File: src/rtl/third_row_enemy_sequencer.sv
// third_row_enemy_sequencer: owns one third-row enemy's alive flag, position and movement phase.
// Defining ENEMY_PAUSE_EN adds i_Pause, which freezes frame-tick stepping.
module third_row_enemy_sequencer #(
    parameter logic [18:0] NONE              = 19'h7FFFF,
    parameter logic [8:0]  VERTICAL_POSITION = 9'd168,
    parameter logic [9:0]  INIT_X            = 10'd320,
    parameter logic [7:0]  STEP_DIV          = 8'd4,
    parameter logic [7:0]  PHASE_STEPS       = 8'd32
) (
    input  logic        i_Clk,
    input  logic        i_Reset,
    input  logic        i_FrameTick,
    input  logic        i_Hit,
    input  logic [18:0] i_NextPosition,
`ifdef ENEMY_PAUSE_EN
    input  logic        i_Pause,
`endif
    output logic        o_EnemyState,
    output logic [18:0] o_EnemyPosition,
    output logic [1:0]  o_PhaseState,
    output logic        o_StepStrobe
);
    logic [7:0] tickDiv;
    logic [7:0] stepCount;
    logic       run;
    logic       step;
    logic       phaseWrap;
`ifdef ENEMY_PAUSE_EN
    assign run = i_FrameTick && !i_Pause;
`else
    assign run = i_FrameTick;
`endif
    assign step      = run && (tickDiv == STEP_DIV - 8'd1);
    assign phaseWrap = stepCount == PHASE_STEPS - 8'd1;
    always_ff @(posedge i_Clk) begin
        if (i_Reset) begin
            o_EnemyState    <= 1'b1;
            o_EnemyPosition <= {INIT_X, VERTICAL_POSITION};
            o_PhaseState    <= 2'b00;
            o_StepStrobe    <= 1'b0;
            tickDiv         <= 8'd0;
            stepCount       <= 8'd0;
        end else begin
            o_StepStrobe <= step;
            if (run)
                tickDiv <= step ? 8'd0 : tickDiv + 8'd1;
            if (step) begin
                stepCount <= phaseWrap ? 8'd0 : stepCount + 8'd1;
                if (phaseWrap)
                    o_PhaseState <= o_PhaseState + 2'd1;
            end
            // a hit beats a coincident step; a dead enemy never reloads its position
            if (o_EnemyState && i_Hit) begin
                o_EnemyState    <= 1'b0;
                o_EnemyPosition <= NONE;
            end else if (o_EnemyState && step) begin
                o_EnemyPosition <= i_NextPosition;
            end
        end
    end
endmodule

File: config.mk
export PLATFORM = sky130hd
export DESIGN_NAME = third_row_enemy_sequencer
export DESIGN_NICKNAME = d
export VERILOG_FILES = /design/src/rtl/third_row_enemy_sequencer.sv
export SDC_FILE = /design/constraint.sdc
export NUM_CORES = 1
export LEC_CHECK = 0
export BUFFER_PORTS_ARGS = -buffer_cell sky130_fd_sc_hd__clkbuf_2
export CORE_UTILIZATION = 50
export DETAILED_ROUTE_END_ITERATION = 8
export PLACE_DENSITY = 0.74
export SYNTH_ARGS = -nofsm -noshare
export SYNTH_HDL_FRONTEND = slang
export SYNTH_SLANG_ARGS = --single-unit
File: constraint.sdc
create_clock -name i_Clk -period 2.47 [get_ports i_Clk]
set_input_delay 0.1235 -clock i_Clk [delete_from_list [all_inputs] [get_ports i_Clk]]
set_output_delay 0.1235 -clock i_Clk [all_outputs]
set_load 0.05 [all_outputs]
==> results of run 1 <==
==> critical path, delay by kind of cell, from the launching register on <==
family,cells,cell delay (ns)
AOI/OAI and AO/OA,1,0.26
adders and majority gates,1,0.22
DFF,1,0.42
and+or+nand+nor,3,0.81
buffers and inverters,1,0.22
==> power breakdown <==
group | switching (mW) | internal, mW | leakage [nW] | total, mW
registers | 0.0156 | 0.653 | 0.319 | 0.668
logic | 0.119 | 0.0516 | 0.412 | 0.171
clock network | 0.206 | 0.110 | 0.0282 | 0.315
total | 0.341 | 0.814 | 0.759 | 1.15
==> metrics by stage <==
step                area (um2)  instances
global placement          1830        239
CTS                       1880        247
global route              1880        247
floorplan                 1580        158
finish                    1880        247
detailed placement        1830        239
==> final cells by class <==
type                    instances  area, um2
fillers                       252       1150
repair buffers                 47        240
flip-flops and latches         39        781
multi-input cells             106        739
clock inverters                 2       12.5
clock buffers                   6       41.3
inverters                       3       11.3
well taps                      44       55.1
==> how the worst max path moves through the flow <==
stage                     depth (start not counted)               startpoint  slack (ns)                                to
final                                             6  tickDiv[0]$_SDFFE_PP0P_        0.44  o_EnemyPosition[16]$_SDFFE_PP0P_
after global routing                              6  tickDiv[0]$_SDFFE_PP0P_        0.38   o_EnemyPosition[6]$_SDFFE_PP0P_
after CTS                                         6  tickDiv[0]$_SDFFE_PP0P_        0.45  o_EnemyPosition[16]$_SDFFE_PP0P_
after detailed placement                          6  tickDiv[0]$_SDFFE_PP0P_        0.47  o_EnemyPosition[16]$_SDFFE_PP0P_
after global placement                            6  tickDiv[0]$_SDFFE_PP0P_        0.53   o_EnemyPosition[0]$_SDFFE_PP0P_
after floorplan                                   7  tickDiv[0]$_SDFFE_PP0P_        0.56  o_EnemyPosition[10]$_SDFFE_PP0P_
==> kinds of logic after synthesis <==
family	count (synthesis)	share of synthesized area [%]
muxes	2	1.26
and+or+nand+nor	60	20.7
adders and majority gates	2	1.58
buffers and inverters	13	4.03
AOI/OAI and AO/OA	29	16.0
xor gates and xnor gates	13	7.19
DFF	39	49.3
==> state kept, by name, indices dropped and copies added (netlist names) <==
register / flops
o_EnemyPosition: 19
stepCount: 8
tickDiv: 8
o_PhaseState: 2
o_EnemyState: 1
o_StepStrobe: 1
==> cell usage in the layout, fill, tap and decap left out, drive strengths merged <==
| master | count |
|---|---|
| or4 | 1 |
| and2 | 2 |
| o221a | 14 |
| nor4bb | 1 |
| nor3 | 11 |
| o21ai | 5 |
| dfxtp | 39 |
| nand2 | 7 |
| nand4 | 5 |
| nor2 | 17 |
| a22oi | 2 |
| or3 | 3 |
| o21a | 1 |
| a32oi | 3 |
| ha | 2 |
| buf | 2 |
| inv | 3 |
| nand3 | 7 |
| and4 | 1 |
| a21oi | 4 |
| clkinv | 1 |
| clkbuf | 51 |
| xor2 | 8 |
| xnor2 | 5 |
| and3 | 2 |
| nor4 | 3 |
| mux2i | 2 |
| clkinvlp | 1 |
==> routing by layer <==
layer / global-route usage (%) / up-vias / part of all wire, %
met2: 35.3 / 29 / 49
met3: 4.91 / 11 / 3.8
met1: 24.4 / 634 / 45
met4: 11.2 / 0 / 2.1
met5: 0 / - / 0
li1: - / 674 / -
==> run_results.csv, run 1 <==
group,metric,value,unit
hold_path,holdPathStages,2,
placed_design,dp_slack,0.468,ns
worst_setup_path,worstPathArrival,2.28,ns
worst_setup_path,path_class,"reg2reg",
global_route,grt_pass1_vias,1220,
pwr,total_power,1.15,mW
cts,hold_buffers,0,
global_route,grt_usage,20.9,%
detailed_routing,drcViolationCount,0,
sta,hold_viol,0,
sta,period_share,82.1,%
layout,drive_gt1_share,30.5,%
detailed_routing,drt_iter0_markers,37,
cts,htree_levels,2,
placed_design,hpwl,2.46,mm
detailed_routing,drtAntennaViolNets,0,
worst_setup_path,worstPathMaxFanout,13,
yosys,ys_seq_elements,39,
flow_run,drv_cap,0,
detailed_routing,drt-total-wl,3.34,mm
yosys,synth_cell_types,33,
layout,final_nets,227,
worst_setup_path,slowest_delay,0.44,ns
global_route,grt.overflow.total,0,
floorplanning,chipHeight,58.3,um
cts,cts.sinks,39,
global_route,grt_pass1_wl,5.38,mm
worst_setup_path,reg2reg_from,"tickDiv[0]$_SDFFE_PP0P_",
placed_design,port_buffers,45,
cts,clk_pin_slew,0.12,ns
global_route,antenna_found_initial,0,
yosys,synth_ff_type,"dfxtp_1",
sta,tightestPinTransition,0.609,ns
floorplanning,rows,20,
pwr,leakagePower,0.759,nW
yosys,postSynthCellCount,158,
hold_path,hold_end,"o_EnemyPosition[9]$_SDFFE_PP0P_",
yosys,yosysTopAreaCellShare,49.3,%
pwr,ir_drop,0.270,mV
sta,max_slew_margin,59.0,%
sta,slew_violations,0,
worst_setup_path,crit_slowest_cell,"or3_4",
cts,clk_latency,0.35,ns
layout,fin_util,62.1,%
cts,post_cts_buffers,0,
sta,min_period,2.03,ns
floorplanning,dieWidth,58.3,um
detailed_routing,num_vias,1348,
yosys,yosysMostFrequentCell,"dfxtp_1",
yosys,synth_common_cells,"dfxtp_1 (39), nor2_1 (17), nor3_1 (11)",
worst_setup_path,crit_path_start_kind,"flop",
sta,grt_setup_unrepaired,"false",
yosys,synth_edf_count,0,
hold_path,min-delay-start,"i_NextPosition[9]",
pwr,power_density,614,nW/um2
hold_path,hp-class,"in2reg",
sta,fin_setup_tns,0,ns
detailed_routing,dr.pass1.iters,4,
global_route,grt_max_degree,22,
floorplanning,start_util,52.3,%
layout,syn_to_final_growth,18.7,%
sta,timing.hold.ws,0.0264,ns
yosys,synth.largest_area_cell,"dfxtp_1",
floorplanning,core,3030,um2
cts,cts-resized-gates,0,
worst_setup_path,timing.rr.end,"o_EnemyPosition[16]$_SDFFE_PP0P_",
worst_setup_path,critPathRequiredTime,2.72,ns
sta,max_freq,493,MHz
run_status,status,"complete, no violations",
yosys,ys_warn_count,0,
cts,numCtsBuffers,5,
detailed_routing,vias_per_cell,5.46,
worst_setup_path,r2r_cells,6,
worst_setup_path,r2r_slack,0.44,ns
cts,root_buffer,"clkbuf_4",
sta,setup_viol,0,
yosys,synth_nets,183,
yosys,syn_area,1580,um2
yosys,yosysSeqAreaShare,49.3,%
yosys,synthTopCellsByArea,"dfxtp_1 (49%), o221a_1 (7.1%), xor2_1 (4.4%), nor2_1 (4.0%), nor3_1 (3.5%)",
worst_setup_path,cp-end-kind,"flop",
yosys,synth_async_sr_flop_share,0,%
sta,setup_slack,0.443,ns
cts,cts_tree,"yes",
layout,antenna_cells,0,
yosys,syn_area_per_cell,10.0,um2
detailed_routing,wl_per_cell,13.5,um
sta,fin_skew,0.0122,ns
placed_design,globalplace.congestion,0.820,
floorplanning,die_area,3400,um2
cts,clock_path_buffers,2,
floorplanning,io_pins,46,
worst_setup_path,cp_cell_sequence,"ha_1 -> nor4bb_1 -> buf_4 -> nand2_4 -> or3_4 -> o221a_1",
Power figures use the tool's default switching activity.
==> run 2, diff against run 1 <==
--- a/config.mk
+++ b/config.mk
@@ -6,9 +6,9 @@
 export NUM_CORES = 1
 export LEC_CHECK = 0
 export BUFFER_PORTS_ARGS = -buffer_cell sky130_fd_sc_hd__clkbuf_2
-export CORE_UTILIZATION = 50
+export CORE_UTILIZATION = 45
 export DETAILED_ROUTE_END_ITERATION = 8
-export PLACE_DENSITY = 0.74
+export PLACE_DENSITY = 0.71
 export SYNTH_ARGS = -nofsm -noshare
 export SYNTH_HDL_FRONTEND = slang
 export SYNTH_SLANG_ARGS = --single-unit
==> constraint.sdc (replaced) <==
create_clock -name i_Clk -period 1.7 [get_ports i_Clk]
set_input_delay 0.085 -clock i_Clk [delete_from_list [all_inputs] [get_ports i_Clk]]
set_output_delay 0.085 -clock i_Clk [all_outputs]
set_load 0.05 [all_outputs]
==> run 2 against run 1 <==
Critical path depth unchanged. Final cell count up 13%. Critical path type unchanged. Highest routed layer unchanged. Critical endpoint is now o_EnemyPosition[1]$_SDFFE_PP0P_. Largest power group unchanged. Flip-flop and latch count stayed put.
==> run_results.csv, run 2 (synthesis gave the netlist of run 1 again) <==
group,metric,value,unit
run_status,status,"complete, no violations",
global_route,grt.overflow.total,0,
detailed_routing,drcViolationCount,0,
cts,clk_pin_slew,0.13,ns
worst_setup_path,critPathRequiredTime,1.97,ns
placed_design,hpwl,2.66,mm
sta,setup_viol,0,
sta,hold_viol,0,
layout,seq_area,783,um2
pwr,p_int,1.22,mW
hold_path,hp-class,"in2reg",
sta,grt_setup_unrepaired,"true",
pwr,power_frac_comb,17.5,%
cts,cts.sinks,39,
layout,final_nets,258,
floorplanning,io_pins,46,
pwr,p_seq_share,55.4,%
sta,min_period,1.69,ns
floorplanning,rows,21,
layout,regMostFlops,"o_EnemyPosition",
worst_setup_path,worstPathMaxFanout,7,
pwr,leakagePower,0.910,nW
placed_design,port_buffers,45,
cts,numCtsBuffers,5,
layout,drive_gt1_share,35.9,%
detailed_routing,vias_per_cell,5.28,
layout,syn_to_final_growth,38.5,%
pwr,ir_drop,0.422,mV
layout,largest_reg_flops,19,
worst_setup_path,r2r_slack,0.01,ns
sta,max_slew_margin,72.0,%
layout,stdcell_count,280,
floorplanning,die_area,3760,um2
placed_design,globalplace.congestion,0.835,
layout,reg_top3,"o_EnemyPosition (19), stepCount (8), tickDiv (8)",
worst_setup_path,cp_cell_sequence,"ha_4 -> nor4bb_1 -> buf_4 -> nand2_4 -> or3_4 -> o221a_2",
floorplanning,start_util,47.1,%
pwr,power_density,801,nW/um2
detailed_routing,drt-total-wl,3.97,mm
global_route,grt_pass1_vias,1341,
detailed_routing,dr.pass1.iters,4,
sta,fin_skew,0.0155,ns
layout,fin_util,65.3,%
worst_setup_path,path_class,"reg2reg",
layout,final_common_cell,"clkbuf_2",
floorplanning,chipHeight,61.3,um
worst_setup_path,crit_path_start_kind,"flop",
layout,antenna_cells,0,
sta,slew_violations,0,
cts,clock_path_buffers,2,
global_route,grt_pass1_wl,5.78,mm
sta,tightestPinTransition,0.418,ns
worst_setup_path,worstPathArrival,1.96,ns
layout,multi_input_area,787,um2
cts,root_buffer,"clkbuf_4",
cts,clk_latency,0.36,ns
placed_design,place_inst,257,
layout,fillers,285,
pwr,clock_power_share,27.1,%
layout,final_cell_mix,"clkbuf_2 (45), dfxtp_1 (37), buf_4 (19)",
detailed_routing,drt_iter0_markers,57,
detailed_routing,num_vias,1478,
worst_setup_path,crit_slowest_cell,"or3_4",
detailed_routing,wl_per_cell,14.2,um
pwr,swShare,30.5,%
global_route,antenna_found_initial,0,
detailed_routing,drtAntennaViolNets,0,
pwr,netSwitchingPower,0.535,mW
global_route,grt_max_degree,21,
sta,max_freq,593,MHz
cts,cts_tree,"yes",
worst_setup_path,cp-end-kind,"flop",
worst_setup_path,slowest_delay,0.43,ns
floorplanning,core,3360,um2
cts,htree_levels,2,
worst_setup_path,cp_num_buf_inv,1,
worst_setup_path,cp_top_family,"simple AND/OR/NAND/NOR gates",
flow_run,drv_cap,0,
global_route,grt_usage,21.5,%
floorplanning,dieWidth,61.3,um
sta,period_share,99.3,%
==> run 2: cell types whose count changed in the layout (fill, tap and decap cells not counted), sizes merged <==
cell,previous run,this run
buf,2,19
dlygate4sd3,0,13
clkbuf,51,50
clkinvlp,1,2
or3,3,4
==> run 2: worst register-to-register path, stage by stage (launching register included) <==
cell	delay (ns)
dfxtp_2	0.37
ha_4	0.13
nor4bb_1	0.19
buf_4	0.17
nand2_4	0.07
or3_4	0.43
o221a_2	0.25
==> run 2: power by group through the flow <==
stage          Clock (mW)  Sequential, mW  Combinational [mW]
2_1_floorplan           0            1.10              0.0807
4_1_cts             0.487           0.972               0.293
5_1_grt             0.528           0.979               0.330
3_3_place_gp            0           0.990               0.264
6_report            0.477           0.973               0.308
3_5_place_dp            0           0.993               0.271
==> run 2: per-layer routing <==
metal | vias to the layer above | GRT usage (%) | part of all wire (%)
met5 | - | 0 | 0
met3 | 10 | 8.40 | 4.9
li1 | 733 | - | -
met4 | 0 | 10.5 | 2.1
met2 | 47 | 36.8 | 52
met1 | 688 | 23.2 | 41
==> run 2: layout make-up <==
type	count	area share (%)
sequential	39	35.7
multi-input combinational	107	35.9
timing repair buffer	77	22.7
clock buffer	5	1.71
clock inverter	3	0.912
tap	46	2.62
inverter	3	0.513
==> run 2: path summary, 6_finish.rpt <==
path / start / endpoint / cells past startpoint
worst max-delay path: tickDiv[1]$_SDFFE_PP0P_ / o_EnemyPosition[1]$_SDFFE_PP0P_ / 6
worst min-delay path: i_NextPosition[0] / o_EnemyPosition[0]$_SDFFE_PP0P_ / 2
worst max register to register: tickDiv[1]$_SDFFE_PP0P_ / o_EnemyPosition[1]$_SDFFE_PP0P_ / 6
worst min register to register: o_PhaseState[1]$_SDFFE_PP0P_ / o_PhaseState[1]$_SDFFE_PP0P_ / 2
==> run 2: per-stage QoR <==
stage          hold WS (ns)  TNS (ns)  power, mW  worst slack, ns  instance area (um2)
2_1_floorplan         0.265     -1.01       1.18           -0.101                 1600
6_report            0.00987         0       1.76           0.0126                 2190
5_1_grt             0.00955    -0.370       1.84          -0.0528                 2190
3_5_place_dp          0.354    -0.861       1.26          -0.0778                 1960
4_1_cts             0.00101    -0.107       1.75          -0.0286                 2140
3_3_place_gp          0.351    -0.173       1.25          -0.0300                 1960
==> run 2: timing repair <==
item,in CTS,in global routing
hold endpoints to repair,10,3
buffers inserted,0,1
gates resized for setup,4,2
endpoints found under the setup margin,19,21
hold buffers,10,3
pin swaps,1,5
gates cloned,1,0
==> run 3, diff against run 2 <==
--- a/config.mk
+++ b/config.mk
@@ -5,10 +5,11 @@
 export SDC_FILE = /design/constraint.sdc
 export NUM_CORES = 1
 export LEC_CHECK = 0
+export ABC_AREA = 1
 export BUFFER_PORTS_ARGS = -buffer_cell sky130_fd_sc_hd__clkbuf_2
-export CORE_UTILIZATION = 45
+export CORE_UTILIZATION = 47
 export DETAILED_ROUTE_END_ITERATION = 8
-export PLACE_DENSITY = 0.71
+export PLACE_DENSITY = 0.72
 export SYNTH_ARGS = -nofsm -noshare
 export SYNTH_HDL_FRONTEND = slang
 export SYNTH_SLANG_ARGS = --single-unit
==> run 3 against run 2 <==
Power increased by 8.6%. Die area increased by 9.7%. Clock skew decreased by 0.0080 ns. Clock power increased by 30%. Register-to-register slack improved by 0.13 ns. Utilization decreased by 5.4 points. Non-clock buffer count decreased by 22. Sequential power increased by 0.4%. Synthesized cell count increased by 67%. Flip-flop and latch count unchanged. Largest power group unchanged.
==> run_results.csv, run 3 <==
group,metric,value,unit
pwr,ir_drop,0.474,mV
sta,setup_viol,0,
hold_path,hold_end,"o_EnemyPosition[17]$_SDFFE_PP1N_",
detailed_routing,drt-total-wl,3.92,mm
cts,hold_buffers,0,
global_route,grt_pass1_wl,6.48,mm
hold_path,holdPathStages,3,
placed_design,port_buffers,45,
worst_setup_path,r2r_slack,0.14,ns
global_route,grt_usage,20.5,%
global_route,grt_max_degree,14,
worst_setup_path,slowest_delay,0.33,ns
floorplanning,core,3690,um2
sta,tightestPinTransition,0.398,ns
layout,antenna_cells,0,
worst_setup_path,crit_start,"tickDiv[1]$_SDFFE_PP0P_",
worst_setup_path,worstPathMaxFanout,6,
cts,clk_latency,0.30,ns
detailed_routing,drt_iter0_markers,126,
pwr,total_power,1.91,mW
detailed_routing,drcViolationCount,0,
layout,final_nets,342,
layout,largest_reg_flops,19,
layout,final_cell_mix,"nand2_1 (65), clkbuf_2 (45), nor2_1 (44)",
sta,hold_viol,0,
floorplanning,dieWidth,64.2,um
cts,numCtsBuffers,5,
detailed_routing,wl_per_cell,10.7,um
worst_setup_path,timing.rr.end,"tickDiv[2]$_SDFFE_PP0P_",
sta,timing.hold.ws,0.0197,ns
yosys,yosysMostFrequentCell,"nand2_1",
global_route,grt_pass1_vias,1527,
yosys,synth_common_cells,"nand2_1 (66), nor2_1 (45), dfxtp_1 (39)",
yosys,postSynthCellCount,264,
yosys,synth_async_sr_flop_share,0,%
sta,min_period,1.56,ns
worst_setup_path,cp-end-kind,"flop",
hold_path,hp-class,"in2reg",
yosys,ys_warn_count,0,
layout,regMostFlops,"o_EnemyPosition",
yosys,synth_ff_type,"dfxtp_1",
pwr,leakagePower,1.09,nW
floorplanning,start_util,49.4,%
sta,fin_skew,0.00751,ns
layout,drive_gt1_share,23.9,%
worst_setup_path,r2r_cells,9,
layout,syn_to_final_growth,21.3,%
yosys,synth_cell_types,27,
global_route,antenna_found_initial,0,
worst_setup_path,crit_slowest_cell,"dfxtp_1",
worst_setup_path,critPathRequiredTime,1.93,ns
placed_design,globalplace.congestion,0.880,
sta,max_freq,641,MHz
yosys,synth_edf_count,0,
floorplanning,io_pins,46,
sta,slew_violations,0,
cts,clk_pin_slew,0.08,ns
cts,clock_path_buffers,2,
yosys,yosysTopAreaCellShare,42.9,%
cts,htree_levels,2,
detailed_routing,drtAntennaViolNets,0,
worst_setup_path,crit_path_start_kind,"flop",
yosys,syn_area_per_cell,6.90,um2
worst_setup_path,cp_num_buf_inv,3,
detailed_routing,vias_per_cell,4.83,
sta,period_share,91.8,%
yosys,synthTopCellsByArea,"dfxtp_1 (43%), nand2_1 (14%), nor2_1 (9.3%), nand3_1 (9.1%), inv_1 (5.8%)",
placed_design,hpwl,2.84,mm
cts,root_buffer,"clkbuf_8",
floorplanning,die_area,4130,um2
worst_setup_path,path_class,"reg2reg",
detailed_routing,num_vias,1769,
hold_path,min-delay-start,"i_NextPosition[17]",
cts,cts_tree,"yes",
flow_run,drv_cap,0,
sta,fin_setup_tns,0,ns
yosys,synth_nets,289,
floorplanning,chipHeight,64.2,um
cts,cts.sinks,39,
detailed_routing,dr.pass1.iters,4,
layout,final_common_cell,"nand2_1",
worst_setup_path,cp_top_family,"simple AND/OR/NAND/NOR gates",
yosys,yosysSeqAreaShare,42.9,%
sta,max_slew_margin,73.3,%
worst_setup_path,worstPathArrival,1.79,ns
run_status,status,"complete, no violations",
pwr,power_density,865,nW/um2
worst_setup_path,cp_cell_sequence,"ha_1 -> nand2_4 -> inv_2 -> nand2_2 -> nor2_4 -> buf_4 -> nor2_1 -> inv_1 -> nor3_1",
worst_setup_path,reg2reg_from,"tickDiv[1]$_SDFFE_PP0P_",
yosys,syn_area,1820,um2
global_route,grt.overflow.total,0,
layout,reg_top3,"o_EnemyPosition (19), stepCount (8), tickDiv (8)",
yosys,ys_seq_elements,39,
yosys,synth.largest_area_cell,"dfxtp_1",
floorplanning,rows,22,
[run 3: final cells by class]
cell class              count  area, um2
clock inverters             2       12.5
multi-input cells         186        870
fillers                   373       1480
well taps                  48       60.1
inverters                  30        113
clock buffers               6       72.6
flip-flops and latches     39        781
repair buffers             55        300
[run 3: stage by stage]
step	worst slack (ns)	std cells	util (%)	instance area (um2)
6_report	0.140	366	59.9	2210
5_1_grt	-0.0146	366	59.9	2210
4_1_cts	0.0395	362	58.7	2170
3_5_place_dp	0.0473	354	56.4	2080
3_3_place_gp	0.146	354	56.4	2080
2_1_floorplan	0.207	264	-	1820
[run 3: worst max-delay path by stage]
stage                                 endpoint  cells past startpoint  slack [ns]
6_report               tickDiv[2]$_SDFFE_PP0P_                      9        0.14
5_1_grt              stepCount[6]$_SDFFE_PP0P_                     11       -0.01
4_1_cts        o_EnemyPosition[9]$_SDFFE_PP0P_                      7        0.04
3_5_place_dp   o_EnemyPosition[9]$_SDFFE_PP0P_                      7        0.05
3_3_place_gp   o_EnemyPosition[6]$_SDFFE_PP0P_                      7        0.15
2_1_floorplan  o_EnemyPosition[1]$_SDFFE_PP0P_                      5        0.21
[run 3: routing by layer]
layer,global-route usage (%),up-vias,wire length [um]
li1,-,939,-
met1,25.4,782,1840
met2,32.0,39,1810
met3,4.82,9,195
met4,11.9,0,72
met5,0,-,0
[run 3: worst reg2reg max path: cells and delay by family (launching register included)]
family	cells	cell delay, ns
AND/OR/NAND/NOR	5	0.63
adder cells (fa/ha/maj)	1	0.24
flip-flops	1	0.33
buffers and inverters	3	0.29
[run 3: cells by family after synthesis]
logic type / Yosys count / share of synthesized area [%]
xor+xnor: 1 / 0.481
simple gates: 161 / 38.6
fa+ha+maj: 2 / 1.37
flops: 39 / 42.9
compound gates: 22 / 6.60
buf+inv: 39 / 10.0
[run 3: what timing repair did]
action / in CTS / in global routing
setup endpoints to repair: 0 / 10
gates resized for setup: 0 / 3
buffers inserted: 0 / 4
[run 3: report_power, final]
part | internal, mW | switching (mW) | total, mW
logic | 0.0883 | 0.223 | 0.312
clock network | 0.287 | 0.334 | 0.621
registers | 0.952 | 0.0253 | 0.977
